==> src/rtl/circuit1_sequencer.sv <==
// circuit1_sequencer
//   Exhaustive tester for the 3-input combinational circuit f = (a&b)|~c.
//   A run walks the vector {a,b,c} through 0..7. Each vector is held for
//   SETTLE+1 cycles, and f_in is captured on the last cycle of that hold.
//   The captured truth table is then compared against the golden EXPECTED
//   table.
//
// Parameters
//   SETTLE    cycles each vector is held before f_in is sampled (0..15)
//   EXPECTED  golden truth table, bit i = expected f for {a,b,c}=i
//
// Ports
//   clk          rising-edge clock
//   reset        asynchronous active-high reset
//   start        run request, honoured only while idle
//   abort        terminate the current run (only effective while driving)
//   f_in         output of the circuit under test
//   a, b, c      registered stimulus to the circuit under test ({a,b,c}=vec)
//   busy         high while a run is in progress (DRIVE or DONE)
//   done         one-cycle pulse on normal completion
//   truth_table  captured f per vector
//   fail_mask    truth_table ^ EXPECTED, valid from the done pulse onward
//   err_count    population count of fail_mask
//   pass         last run completed with no mismatching vectors
//   aborted      last run was terminated by abort
module circuit1_sequencer #(
    parameter int unsigned SETTLE   = 2,
    parameter logic [7:0]  EXPECTED = 8'hD5
) (
    input  logic       clk,
    input  logic       reset,
    input  logic       start,
    input  logic       abort,
    input  logic       f_in,
    output logic       a,
    output logic       b,
    output logic       c,
    output logic       busy,
    output logic       done,
    output logic [7:0] truth_table,
    output logic [7:0] fail_mask,
    output logic [3:0] err_count,
    output logic       pass,
    output logic       aborted
);

    typedef enum logic [1:0] {
        IDLE  = 2'd0,
        DRIVE = 2'd1,
        DONE  = 2'd2
    } state_t;

    localparam logic [3:0] SETTLE_CNT = 4'(SETTLE);

    state_t     state_r;
    logic [2:0] vec_r;
    logic [3:0] cnt_r;

    logic [7:0] tt_next_s;
    logic [7:0] fail_next_s;
    logic [3:0] err_next_s;

    // Number of set bits in an 8-bit word (0..8).
    function automatic logic [3:0] popcount8(input logic [7:0] v);
        logic [3:0] n;
        n = 4'd0;
        for (int i = 0; i < 8; i++) begin
            n = n + {3'b000, v[i]};
        end
        return n;
    endfunction

    // The stimulus pins are the vector register itself, so a, b and c are
    // flop outputs and {a,b,c} equals vec at all times.
    assign {a, b, c} = vec_r;

    // Truth table including the bit being captured this cycle, so the final
    // comparison sees the complete table on the DRIVE-to-DONE edge.
    always_comb begin
        tt_next_s        = truth_table;
        tt_next_s[vec_r] = f_in;
        fail_next_s      = tt_next_s ^ EXPECTED;
        err_next_s       = popcount8(fail_next_s);
    end

    // Sequencer FSM with registered status and result outputs.
    always_ff @(posedge clk or posedge reset) begin
        if (reset) begin
            state_r     <= IDLE;
            vec_r       <= 3'd0;
            cnt_r       <= 4'd0;
            busy        <= 1'b0;
            done        <= 1'b0;
            truth_table <= 8'h00;
            fail_mask   <= 8'h00;
            err_count   <= 4'd0;
            pass        <= 1'b0;
            aborted     <= 1'b0;
        end else begin
            case (state_r)
                IDLE: begin
                    done <= 1'b0;
                    // start wins over a simultaneous abort here.
                    if (start) begin
                        state_r     <= DRIVE;
                        vec_r       <= 3'd0;
                        cnt_r       <= 4'd0;
                        busy        <= 1'b1;
                        truth_table <= 8'h00;
                        err_count   <= 4'd0;
                        pass        <= 1'b0;
                        aborted     <= 1'b0;
                    end else begin
                        busy <= 1'b0;
                    end
                end
                DRIVE: begin
                    if (abort) begin
                        // Already-captured truth table bits are kept.
                        state_r <= IDLE;
                        vec_r   <= 3'd0;
                        cnt_r   <= 4'd0;
                        busy    <= 1'b0;
                        aborted <= 1'b1;
                        pass    <= 1'b0;
                    end else if (cnt_r != SETTLE_CNT) begin
                        cnt_r <= cnt_r + 4'd1;
                    end else begin
                        truth_table <= tt_next_s;
                        cnt_r       <= 4'd0;
                        if (vec_r != 3'd7) begin
                            vec_r <= vec_r + 3'd1;
                        end else begin
                            state_r   <= DONE;
                            done      <= 1'b1;
                            fail_mask <= fail_next_s;
                            err_count <= err_next_s;
                            pass      <= (err_next_s == 4'd0);
                        end
                    end
                end
                DONE: begin
                    state_r <= IDLE;
                    done    <= 1'b0;
                    busy    <= 1'b0;
                end
                default: begin
                    state_r <= IDLE;
                    done    <= 1'b0;
                    busy    <= 1'b0;
                end
            endcase
        end
    end

endmodule

==> config.mk <==
export PLATFORM = sky130hd
export DESIGN_NAME = circuit1_sequencer
export DESIGN_NICKNAME = d
export VERILOG_FILES = /design/src/rtl/circuit1_sequencer.sv
export SDC_FILE = /design/constraint.sdc
export NUM_CORES = 1
export LEC_CHECK = 0
export ABC_AREA = 1
export CELL_PAD_IN_SITES_DETAIL_PLACEMENT = 1
export CELL_PAD_IN_SITES_GLOBAL_PLACEMENT = 1
export CORE_MARGIN = 2
export CORE_UTILIZATION = 38
export CTS_CLUSTER_DIAMETER = 60
export DETAILED_ROUTE_END_ITERATION = 8
export PLACE_DENSITY_LB_ADDON = 0.1
export REMOVE_ABC_BUFFERS = 1
export SETUP_SLACK_MARGIN = 0.15
export SYNTH_ARGS = -nofsm -noshare
export SYNTH_HDL_FRONTEND = slang
export SYNTH_SLANG_ARGS = --single-unit
==> constraint.sdc <==
create_clock -name clk -period 4.9 [get_ports clk]
set_clock_uncertainty 0.15 [all_clocks]
set_input_delay 0.735 -clock clk [delete_from_list [all_inputs] [get_ports clk]]
set_output_delay 0.735 -clock clk [all_outputs]
set_load 0.01 [all_outputs]
======== Yosys cells after proc, flatten, opt, wreduce, memory -nomap -nowiden ========
Cells that the tools add are included.
word-level totals
  bits in registers ....................... 33
  input port bits ......................... 5
  output and inout bits ................... 27
  word-level logic and storage cells ...... 88
operators by class
  $add $sub $neg .......................... 9
  order comparisons ....................... 2
  equal/unequal tests ..................... 11
  muxes and demuxes ....................... 39
  bitwise logic cells ..................... 4
  reduce and logical (&&, ||, !) cells .... 13
operators by type and width
  cell                   number
  $mux W4                6
  $mux W8                3
  $add A4 B1 Y4          4
  $pmux W4 S2            2
  $pmux W8 S2            1
  $reduce_and A4 Y1      4
  $mux W1                12
  $mux W3                4
  $ne A3 B3 Y1 const B   4
  $ne A2 B2 Y1 const B   5
  $reduce_and A3 Y1      3
  $bwmux W8              1
  $mux W2                4
  $pmux W1 S2            3
  $pmux W3 S2            1
  $not A5 Y5             1
  $reduce_and A5 Y1      1
  $add A3 B1 Y4          1
  $add A4 B1 Y4 const B  1
  $logic_not A4 Y1       1
  $lt A3 B4 Y1 const B   1
  $ne A4 B2 Y1 const B   1
  $pmux W2 S2            1
  $add A2 B1 Y3          1
  10 further kinds       12

======== Depth between registers and ports, before layout ========
Gate-level depths: netlist (run 1).
  depth after elaboration ................. 18
  mapped depth ............................ 18

======== Worst setup path after synthesis (run 1) ========
No wires, ideal clock.
  path type ............................... input-to-reg
  start point ............................. in f_in
  end point ............................... reg pass
  data arrival time ....................... 3.599 ns
  slack ................................... 1.069 ns
  cell stages on the path ................. 15
  path buffers ............................ 0
  cell sequence ........................... o21ai_0 -> inv_1 -> fa_1 -> inv_1 -> fa_1 -> inv_1 -> fa_1 -> inv_1 -> ha_1 -> inv_1 -> fa_1 -> nand2_1 -> nor2_1 -> nand3_1 -> o21ai_0
on the way
  word-level cells in the longest chain between the ends .. 14
ends and longest elaborated chain
  element                     RTL line  RTL
  from (decl)                 34        input logic f_in,
  $bwmux W8 (*)               81        tt_next_s[vec_r] = f_in;
  $not A5 Y5 (no line)        -
  $add A1 B1 Y2               68        n = n + {3'b000, v[i]};
  $add A2 B1 Y3               68
  $add A3 B1 Y4               68
  $add A4 B1 Y4 (3 in a row)  68
  $add A4 B1 Y4 (*)           68
  $logic_not A4 Y1 (*)        138       pass <= (err_next_s == 4'd0);
  $mux W1 (*)                 131       if (vec_r != 3'd7) begin
  $mux W1 (*)                 126       end else if (cnt_r != SETTLE_CNT) begin
  $mux W1 (*)                 118       if (abort) begin
  $pmux W1 S2 (*)             100       case (state_r)
  to (signal assigned)        138
  to (decl)                   43        output logic pass,
Mark *: on every way between the ends. The rest lies on a longest branch, timed or not. The select of a mux whose other input is x is not followed.
A chain may end at the register's enable or synchronous reset.

======== Worst setup path after layout (run 1) ========
Same ends and word-level chain as after synthesis.

==> flow_summary.json, run 1 <==
{
  "status": "finished, final reports clean",
  "wl_mm": 4.33,
  "worstSetupEndpointType": "flip-flop",
  "slowest_stage": "fa_1",
  "max_freq_mhz": 231,
  "min_period_ps": 4330,
  "cts.sinks": 33,
  "comb_power_share": 0.267,
  "slew_headroom": 0.584,
  "drv_cap": 0,
  "post-cts-setup-buffers": 0,
  "finalHoldViolCount": 0,
  "worstSetupPathType": "primary input to flip-flop",
  "final_area_mm2": 0.00229,
  "crit_chain": "clkdlybuf4s50_1 > o21ai_0 > inv_1 > fa_1 > inv_1 > fa_1 > inv_1 > fa_1 > inv_1 > ha_1 > inv_1 > fa_1 > nand2_1 > nor2_1 > nand3_1 > o21ai_0",
  "start_util": 0.387,
  "grt_pass1_wl_mm": 7.68,
  "p_total_mw": 0.805,
  "path_max_fanout": 8,
  "place.gp.congestion": 0.736,
  "hpwlAfterDp_mm": 3.13,
  "overflow": 0,
  "grt_use_total": 0.192,
  "io_buffer_count": 31,
  "ctsResizeCount": 0,
  "seq_power_share": 0.393,
  "core_region_area_mm2": 0.00466,
  "cp.required_ps": 4970,
  "synth_area_mm2": 0.00181,
  "post_dp_cell_area_mm2": 0.00218,
  "grt_pass1_vias": 1643,
  "grtUsageMet1": 0.245,
  "clockPowerShare": 0.340,
  "maxSlewViolCount": 0,
  "fin_setup_tns_ps": 0,
  "whs_ps": 327,
  "met3_usage": 0.0456,
  "drive_gt1_frac": 0.0891,
  "switching_share": 0.318,
  "cts_buffers": 5,
  "place_inst": 304,
  "ys_types": 22,
  "tightestPinTransition_ps": 618,
  "drt_iter0_drc": 69,
  "clockBufferDepth": 2,
  "ys_seq_elements": 33,
  "vdd_drop_max_v": 0.000137,
  "rsz0062_at_grt": "no",
  "io_pins": 32,
  "wl_per_cell_um": 13.9,
  "critPathMaxStageDelay_ps": 540,
  "via_per_inst": 4.90,
  "startpoint_type": "primary input",
  "ant_nets": 0,
  "setup_viol": 0,
  "fin_nets": 273,
  "dp_slack_ps": 244,
  "antenna_found_initial": 0,
  "grt_max_degree": 34,
  "seq_area_frac_synth": 0.457,
  "drt-pass1-iter-count": 4,
  "die_y_um": 72.9,
  "p_switching_mw": 0.256,
  "die_width_um": 72.9,
  "cts-htree-levels": 2,
  "clk_pin_slew_worst_paths_ps": 70,
  "fin_cells": 312,
  "powerDensity_mw_per_mm2": 351,
  "fillers": 562,
  "gr-max-usage-layer": "met2",
  "p_leak_nw": 1.17,
  "finalCritPeriodShare": 0.883,
  "synth_warnings": 0,
  "vias": 1530,
  "clk_latency_ps": 300,
  "holdCritPathClass": "flip-flop to flip-flop",
  "hold_buffers": 0,
  "drcViolationCount": 0,
  "synthCells": 220,
  "cts_tree": "done",
  "area_delta_synth_final_pct": 27.0,
  "crit_top_cell": "inv_1",
  "finalWorstSetupSlack_ps": 574,
  "arrival_ps": 4390,
  "root_buffer": "clkbuf_8",
  "postSynthAreaPerCell_um2": 8.21,
  "internal-power_mw": 0.549,
  "grt_util_met2": 0.316,
  "design.die.area_mm2": 0.00532,
  "fin_util": 0.492,
  "rows": 25,
  "diodes": 0
}
synthesized netlist by cell type (all sizes together):
master  number  area, um^2
a21oi        1        5.00
buf          3        21.3
dfrtp       33         826
fa           4        80.1
ha           7        87.6
inv         32         120
nand2       75         297
nand3       22         133
nand4        3        18.8
nor2        13        75.1
o21ai       25         125
xor2         2        17.5
layout make-up:
| class | instances | area, um^2 | area share |
|---|---|---|---|
| sequential | 33 | 826 | 0.360 |
| multi-input combinational | 152 | 838 | 0.366 |
| timing repair buffer | 33 | 325 | 0.142 |
| clock buffer | 7 | 86.3 | 0.0376 |
| tap | 54 | 67.6 | 0.0295 |
| clock inverter | 1 | 30.0 | 0.0131 |
| inverter | 32 | 120 | 0.0524 |
critical path, delay by kind of cell:
kind	cells	cell delay (ps)
compound gates	2	500
buf+inv	6	850
simple gates	3	220
fa+ha+maj	5	2100
worst paths after layout:
path / start / endpoint / slack, ps / depth (start not counted)
setup / recovery: f_in / pass / 570 / 16
hold / removal: fail_mask[4] / fail_mask[4] / 330 / 2
setup reg to reg: vec_r[1] / pass / 840 / 17
hold reg to reg: fail_mask[4] / fail_mask[4] / 330 / 2
max in group asynchronous: reset / truth_table[1] / 3600 / 3
min in group asynchronous: reset / err_count[3] / 680 / 3
power by group through the flow:
stage / Combinational [mW] / Sequential (mW) / Clock [mW]
after floorplan: 0.129 / 0.326 / 0
after global placement: 0.212 / 0.321 / 0
after detailed placement: 0.218 / 0.322 / 0
after CTS: 0.221 / 0.316 / 0.279
after global routing: 0.249 / 0.321 / 0.290
final: 0.215 / 0.316 / 0.274
registers in the layout (all words and copies together), names as in the netlist:
register	flops
truth_table	8
pass	1
busy	1
done	1
vec_r	3
err_count	4
aborted	1
cnt_r	4
state_r	2
fail_mask	8
logic make-up after synthesis:
family	share of synthesized area
adders and majority gates	0.0929
AOI/OAI and AO/OA	0.0721
xor gates and xnor gates	0.00970
DFF	0.457
and+or+nand+nor	0.290
buffers and inverters	0.0783
cells in the final DEF (no fill, tap or decap), drive strengths merged:
master | synthesis | layout
xor2 | 2 | 2
clkbuf | 0 | 7
a21oi | 1 | 1
fa | 4 | 4
ha | 7 | 7
clkdlybuf4s50 | 0 | 31
nand4 | 3 | 3
inv | 32 | 32
nand3 | 22 | 22
nand2 | 75 | 75
dfrtp | 33 | 33
nor2 | 13 | 13
o21ai | 25 | 25
buf | 3 | 2
bufinv | 0 | 1
metal layers:
layer  vias to the layer above  part of all wire
li1                        766                 -
met1                       733              0.46
met2                        25              0.49
met3                         6             0.032
met4                         0             0.016
met5                         -                 0
No activity file was read; power rests on OpenSTA's default activity.
==> inputs of run 2 (changes only) <==
Settings changed: PLACE_DENSITY set to 0.87, PLACE_DENSITY_LB_ADDON 0.1 to unset.
==> flow_summary.json, run 2 (synthesis results as in run 1) <==
{
  "status": "finished, final reports clean",
  "worstSetupPathType": "primary input to flip-flop",
  "drt-pass1-iter-count": 4,
  "die_y_um": 72.9,
  "drcViolationCount": 0,
  "crit_chain": "clkdlybuf4s50_1 > o21ai_0 > inv_1 > fa_1 > inv_1 > fa_1 > inv_1 > fa_1 > inv_1 > ha_1 > inv_1 > fa_1 > nand2_1 > nor2_1 > nand3_1 > o21ai_0",
  "path_buf_inv": 6,
  "fillers": 572,
  "final_common_cell": "nand2_1",
  "max_freq_mhz": 228,
  "layout_common_cells": "nand2_1 (71), dfrtp_1 (33), clkdlybuf4s50_1 (31)",
  "die_width_um": 72.9,
  "cts_tree": "done",
  "critPathMaxStageDelay_ps": 560,
  "finalHoldViolCount": 0,
  "grt_pass1_wl_mm": 7.63,
  "cts-htree-levels": 2,
  "finalCritPeriodShare": 0.894,
  "top_regs": "fail_mask (8), truth_table (8)",
  "start_util": 0.387,
  "timing.critical_path.max_delay_family": "adder cells",
  "wl_mm": 4.32,
  "diodes": 0,
  "io_buffer_count": 31,
  "whs_ps": 325,
  "startpoint_type": "primary input",
  "worstSetupEndpointType": "flip-flop",
  "io_pins": 32,
  "grt_use_total": 0.188,
  "area_delta_synth_final_pct": 25.6,
  "drive_gt1_frac": 0.0927,
  "core_region_area_mm2": 0.00466,
  "final_area_mm2": 0.00227,
  "cts_buffers": 5,
  "clk_pin_slew_worst_paths_ps": 70,
  "rsz0062_at_grt": "no",
  "p_leak_nw": 1.16,
  "arrival_ps": 4440,
  "ctsResizeCount": 0,
  "path_max_fanout": 8,
  "drv_cap": 0,
  "slew_headroom": 0.610,
  "post-cts-setup-buffers": 0,
  "setup_viol": 0,
  "slowest_stage": "fa_1",
  "drt_iter0_drc": 72,
  "vdd_drop_max_v": 0.000214,
  "regArea_um2": 826,
  "powerDensity_mw_per_mm2": 324,
  "cp.required_ps": 4960,
  "antenna_found_initial": 0,
  "holdCritPathClass": "flip-flop to flip-flop",
  "clk_latency_ps": 280,
  "root_buffer": "clkbuf_8",
  "maxSlewViolCount": 0,
  "post_dp_cell_area_mm2": 0.00218,
  "fin_nets": 274,
  "min_period_ps": 4380,
  "tightestPinTransition_ps": 578,
  "rows": 25,
  "multi_input_area_um2": 838,
  "fin_setup_tns_ps": 0,
  "via_per_inst": 4.91,
  "crit_top_cell": "inv_1",
  "design.die.area_mm2": 0.00532,
  "place.gp.congestion": 0.785,
  "clockBufferDepth": 2,
  "ant_nets": 0,
  "hpwlAfterDp_mm": 3.12,
  "cts.sinks": 33,
  "grt_max_degree": 34,
  "wl_per_cell_um": 13.8,
  "overflow": 0,
  "hold_buffers": 0,
  "vias": 1537,
  "grt_pass1_vias": 1663
}
==> run 2: cell type report <==
class / instances / area share
Clock buffer: 6 / 0.0320
Clock inverter: 2 / 0.00442
Inverter: 32 / 0.0530
Multi-Input combinational cell: 152 / 0.370
Sequential cell: 33 / 0.364
Tap cell: 54 / 0.0298
Timing Repair Buffer: 34 / 0.147
==> run 2: final timing paths <==
path | to | start | cells after the start | slack, ps
hold reg to reg | busy | busy | 2 | 330
max in group asynchronous | cnt_r[3] | reset | 3 | 3590
min in group asynchronous | err_count[0] | reset | 3 | 700
setup reg to reg | pass | vec_r[1] | 17 | 780
hold / removal | busy | busy | 2 | 330
setup / recovery | pass | f_in | 16 | 520
==> run 2: through the flow <==
stage	cells	util	worst slack (ps)	total power, mW
2_1_floorplan	217	-	1070	0.456
3_3_place_gp	305	0.469	350	0.531
3_5_place_dp	305	0.469	205	0.543
4_1_cts	313	0.486	481	0.747
5_1_grt	313	0.486	210	0.789
6_report	313	0.486	521	0.735
==> run 2: worst register-to-register path, cell delays in order, from the launching register on <==
cell and delay [ps]:
dfrtp_1 480, nor2_1 180, nand2_1 110, o21ai_0 280
inv_1 110, fa_1 560, inv_1 60, fa_1 490
inv_1 60, fa_1 420, inv_1 70, ha_1 170
inv_1 60, fa_1 490, nand2_1 60, nor2_1 100
nand3_1 60, o21ai_0 140
==> run 2: report_power, final <==
group | leakage, nW | switching (mW) | internal (mW)
registers | 0.451 | 0.0216 | 0.295
clock network | 0.0450 | 0.0996 | 0.0984
logic | 0.669 | 0.131 | 0.0891
total | 1.16 | 0.252 | 0.483
==> run 2: routing by layer <==
layer | wire length (um) | vias to the layer above | track usage
met5 | 0 | - | 0
met4 | 42 | 0 | 0.0494
met3 | 124 | 6 | 0.0373
met2 | 2140 | 24 | 0.321
met1 | 2010 | 741 | 0.244
li1 | - | 766 | -
==> inputs of run 3 (changes only) <==
Settings changed: CORE_ASPECT_RATIO set to 1.75, CORE_MARGIN 2 to unset, TNS_END_PERCENT set to 50.
==> flow_summary.json, run 3 (synthesis results as in run 1) <==
{
  "p_leak_nw": 1.16,
  "cts-htree-levels": 2,
  "worstSetupPathType": "primary input to flip-flop",
  "cp.required_ps": 4960,
  "via_per_inst": 5.10,
  "max_freq_mhz": 228,
  "drv_cap": 0,
  "drive_gt1_frac": 0.0814,
  "layout_common_cells": "nand2_1 (71), dfrtp_1 (33), clkdlybuf4s50_1 (31)",
  "grt_pass1_vias": 1691,
  "hpwlAfterDp_mm": 3.43,
  "cts.sinks": 33,
  "path_max_fanout": 8,
  "status": "finished, final reports clean",
  "finalHoldViolCount": 0,
  "critical_path.startpoint": "f_in",
  "holdCritPathClass": "flip-flop to flip-flop",
  "tightestPinTransition_ps": 630,
  "startpoint_type": "primary input",
  "clockBufferDepth": 2,
  "wl_mm": 4.48,
  "fin_nets": 273,
  "design.die.area_mm2": 0.00504,
  "drcViolationCount": 0,
  "slew_headroom": 0.576,
  "crit_chain": "clkdlybuf4s50_1 > o21ai_0 > inv_1 > fa_1 > inv_1 > fa_1 > inv_1 > fa_1 > inv_1 > ha_1 > inv_1 > fa_1 > nand2_1 > nor2_1 > nand3_1 > o21ai_0",
  "io_buffer_count": 31,
  "vdd_drop_max_v": 0.000229,
  "post-cts-setup-buffers": 0,
  "ctsResizeCount": 0,
  "ant_nets": 0,
  "diodes": 0,
  "worstSetupEndpointType": "flip-flop",
  "fin_util": 0.503,
  "crit_end": "pass",
  "powerDensity_mw_per_mm2": 322,
  "grt_max_degree": 34,
  "critPathMaxStageDelay_ps": 550,
  "drt_iter0_drc": 24,
  "grt_use_total": 0.220,
  "clk_latency_ps": 280,
  "start_util": 0.403,
  "slowest_stage": "fa_1",
  "reg2reg_slack_ps": 790,
  "arrival_ps": 4430,
  "fillers": 567,
  "rsz0062_at_grt": "no",
  "cts_buffers": 5,
  "reg2reg_from": "vec_r[1]",
  "place.gp.congestion": 0.787,
  "overflow": 0,
  "grt_pass1_wl_mm": 7.98,
  "die_width_um": 54.1,
  "wl_per_cell_um": 14.5,
  "hold_buffers": 0,
  "die_y_um": 93.2,
  "ff2ff_path_depth": 17,
  "io_pins": 32,
  "min_period_ps": 4380,
  "finalCritPeriodShare": 0.893,
  "rows": 32,
  "area_delta_synth_final_pct": 24.8,
  "drt-pass1-iter-count": 4,
  "vias": 1577,
  "cts_tree": "done",
  "crit_top_cell": "inv_1",
  "clk_pin_slew_worst_paths_ps": 60,
  "antenna_found_initial": 0,
  "maxSlewViolCount": 0,
  "fin_setup_tns_ps": 0,
  "final_common_cell": "nand2_1",
  "top_regs": "fail_mask (8), truth_table (8)",
  "whs_ps": 326,
  "root_buffer": "clkbuf_8",
  "r2r_end": "pass",
  "core_region_area_mm2": 0.00448,
  "setup_viol": 0
}
-- run 3: changes by cell type in the layout (fill, tap and decap cells not counted), sizes merged --
cell / delta
clkbuf: +2
clkinv: -2
buf: -1
-- run 3: cell type report --
type / count / area, um^2 / area share
inverter: 32 / 120 / 0.0533
tap: 51 / 63.8 / 0.0283
multi-input combinational: 152 / 838 / 0.372
timing repair buffer: 33 / 325 / 0.144
clock buffer: 8 / 80.1 / 0.0355
sequential: 33 / 826 / 0.366
-- run 3: stage by stage --
stage          worst slack (ps)  area (um^2)  total power, mW  instances
2_1_floorplan              1070         1780            0.456        217
3_3_place_gp                353         2170            0.527        301
3_5_place_dp                191         2170            0.540        301
4_1_cts                     506         2250            0.739        309
5_1_grt                     219         2250            0.777        309
6_report                    523         2250            0.727        309
-- run 3: report_power, final --
group / leakage, nW / internal [mW] / total [mW] / switching (mW)
clock: 0.0395 / 0.101 / 0.193 / 0.0921
sequential: 0.451 / 0.295 / 0.318 / 0.0221
combinational: 0.665 / 0.0863 / 0.216 / 0.130
total: 1.16 / 0.483 / 0.727 / 0.244
-- run 3: metal layers --
metal  global-route usage  routed length, um  vias up
li1                     -                  -      765
met1                0.249               1720      782
met2                0.379               2550       23
met3               0.0488                108        7
met4               0.0897                103        0
met5                    0                  0        -
-- run 3: worst max-delay path, delay by kind of cell --
family                     cells  cell delay [ps]
and+or+nand+nor                3              230
adders and majority gates      5             2130
AOI/OAI and AO/OA              2              480
buffers and inverters          6              860
-- run 3: worst min-delay path by stage --
stage	startpoint	to	slack, ps	cells after the start
after CTS	fail_mask[6]	fail_mask[6]	330	2
after floorplan	busy	busy	360	2
after detailed placement	fail_mask[6]	fail_mask[6]	320	2
after global routing	fail_mask[6]	fail_mask[6]	370	2
final	fail_mask[4]	fail_mask[4]	330	2
after global placement	done	done	310	2
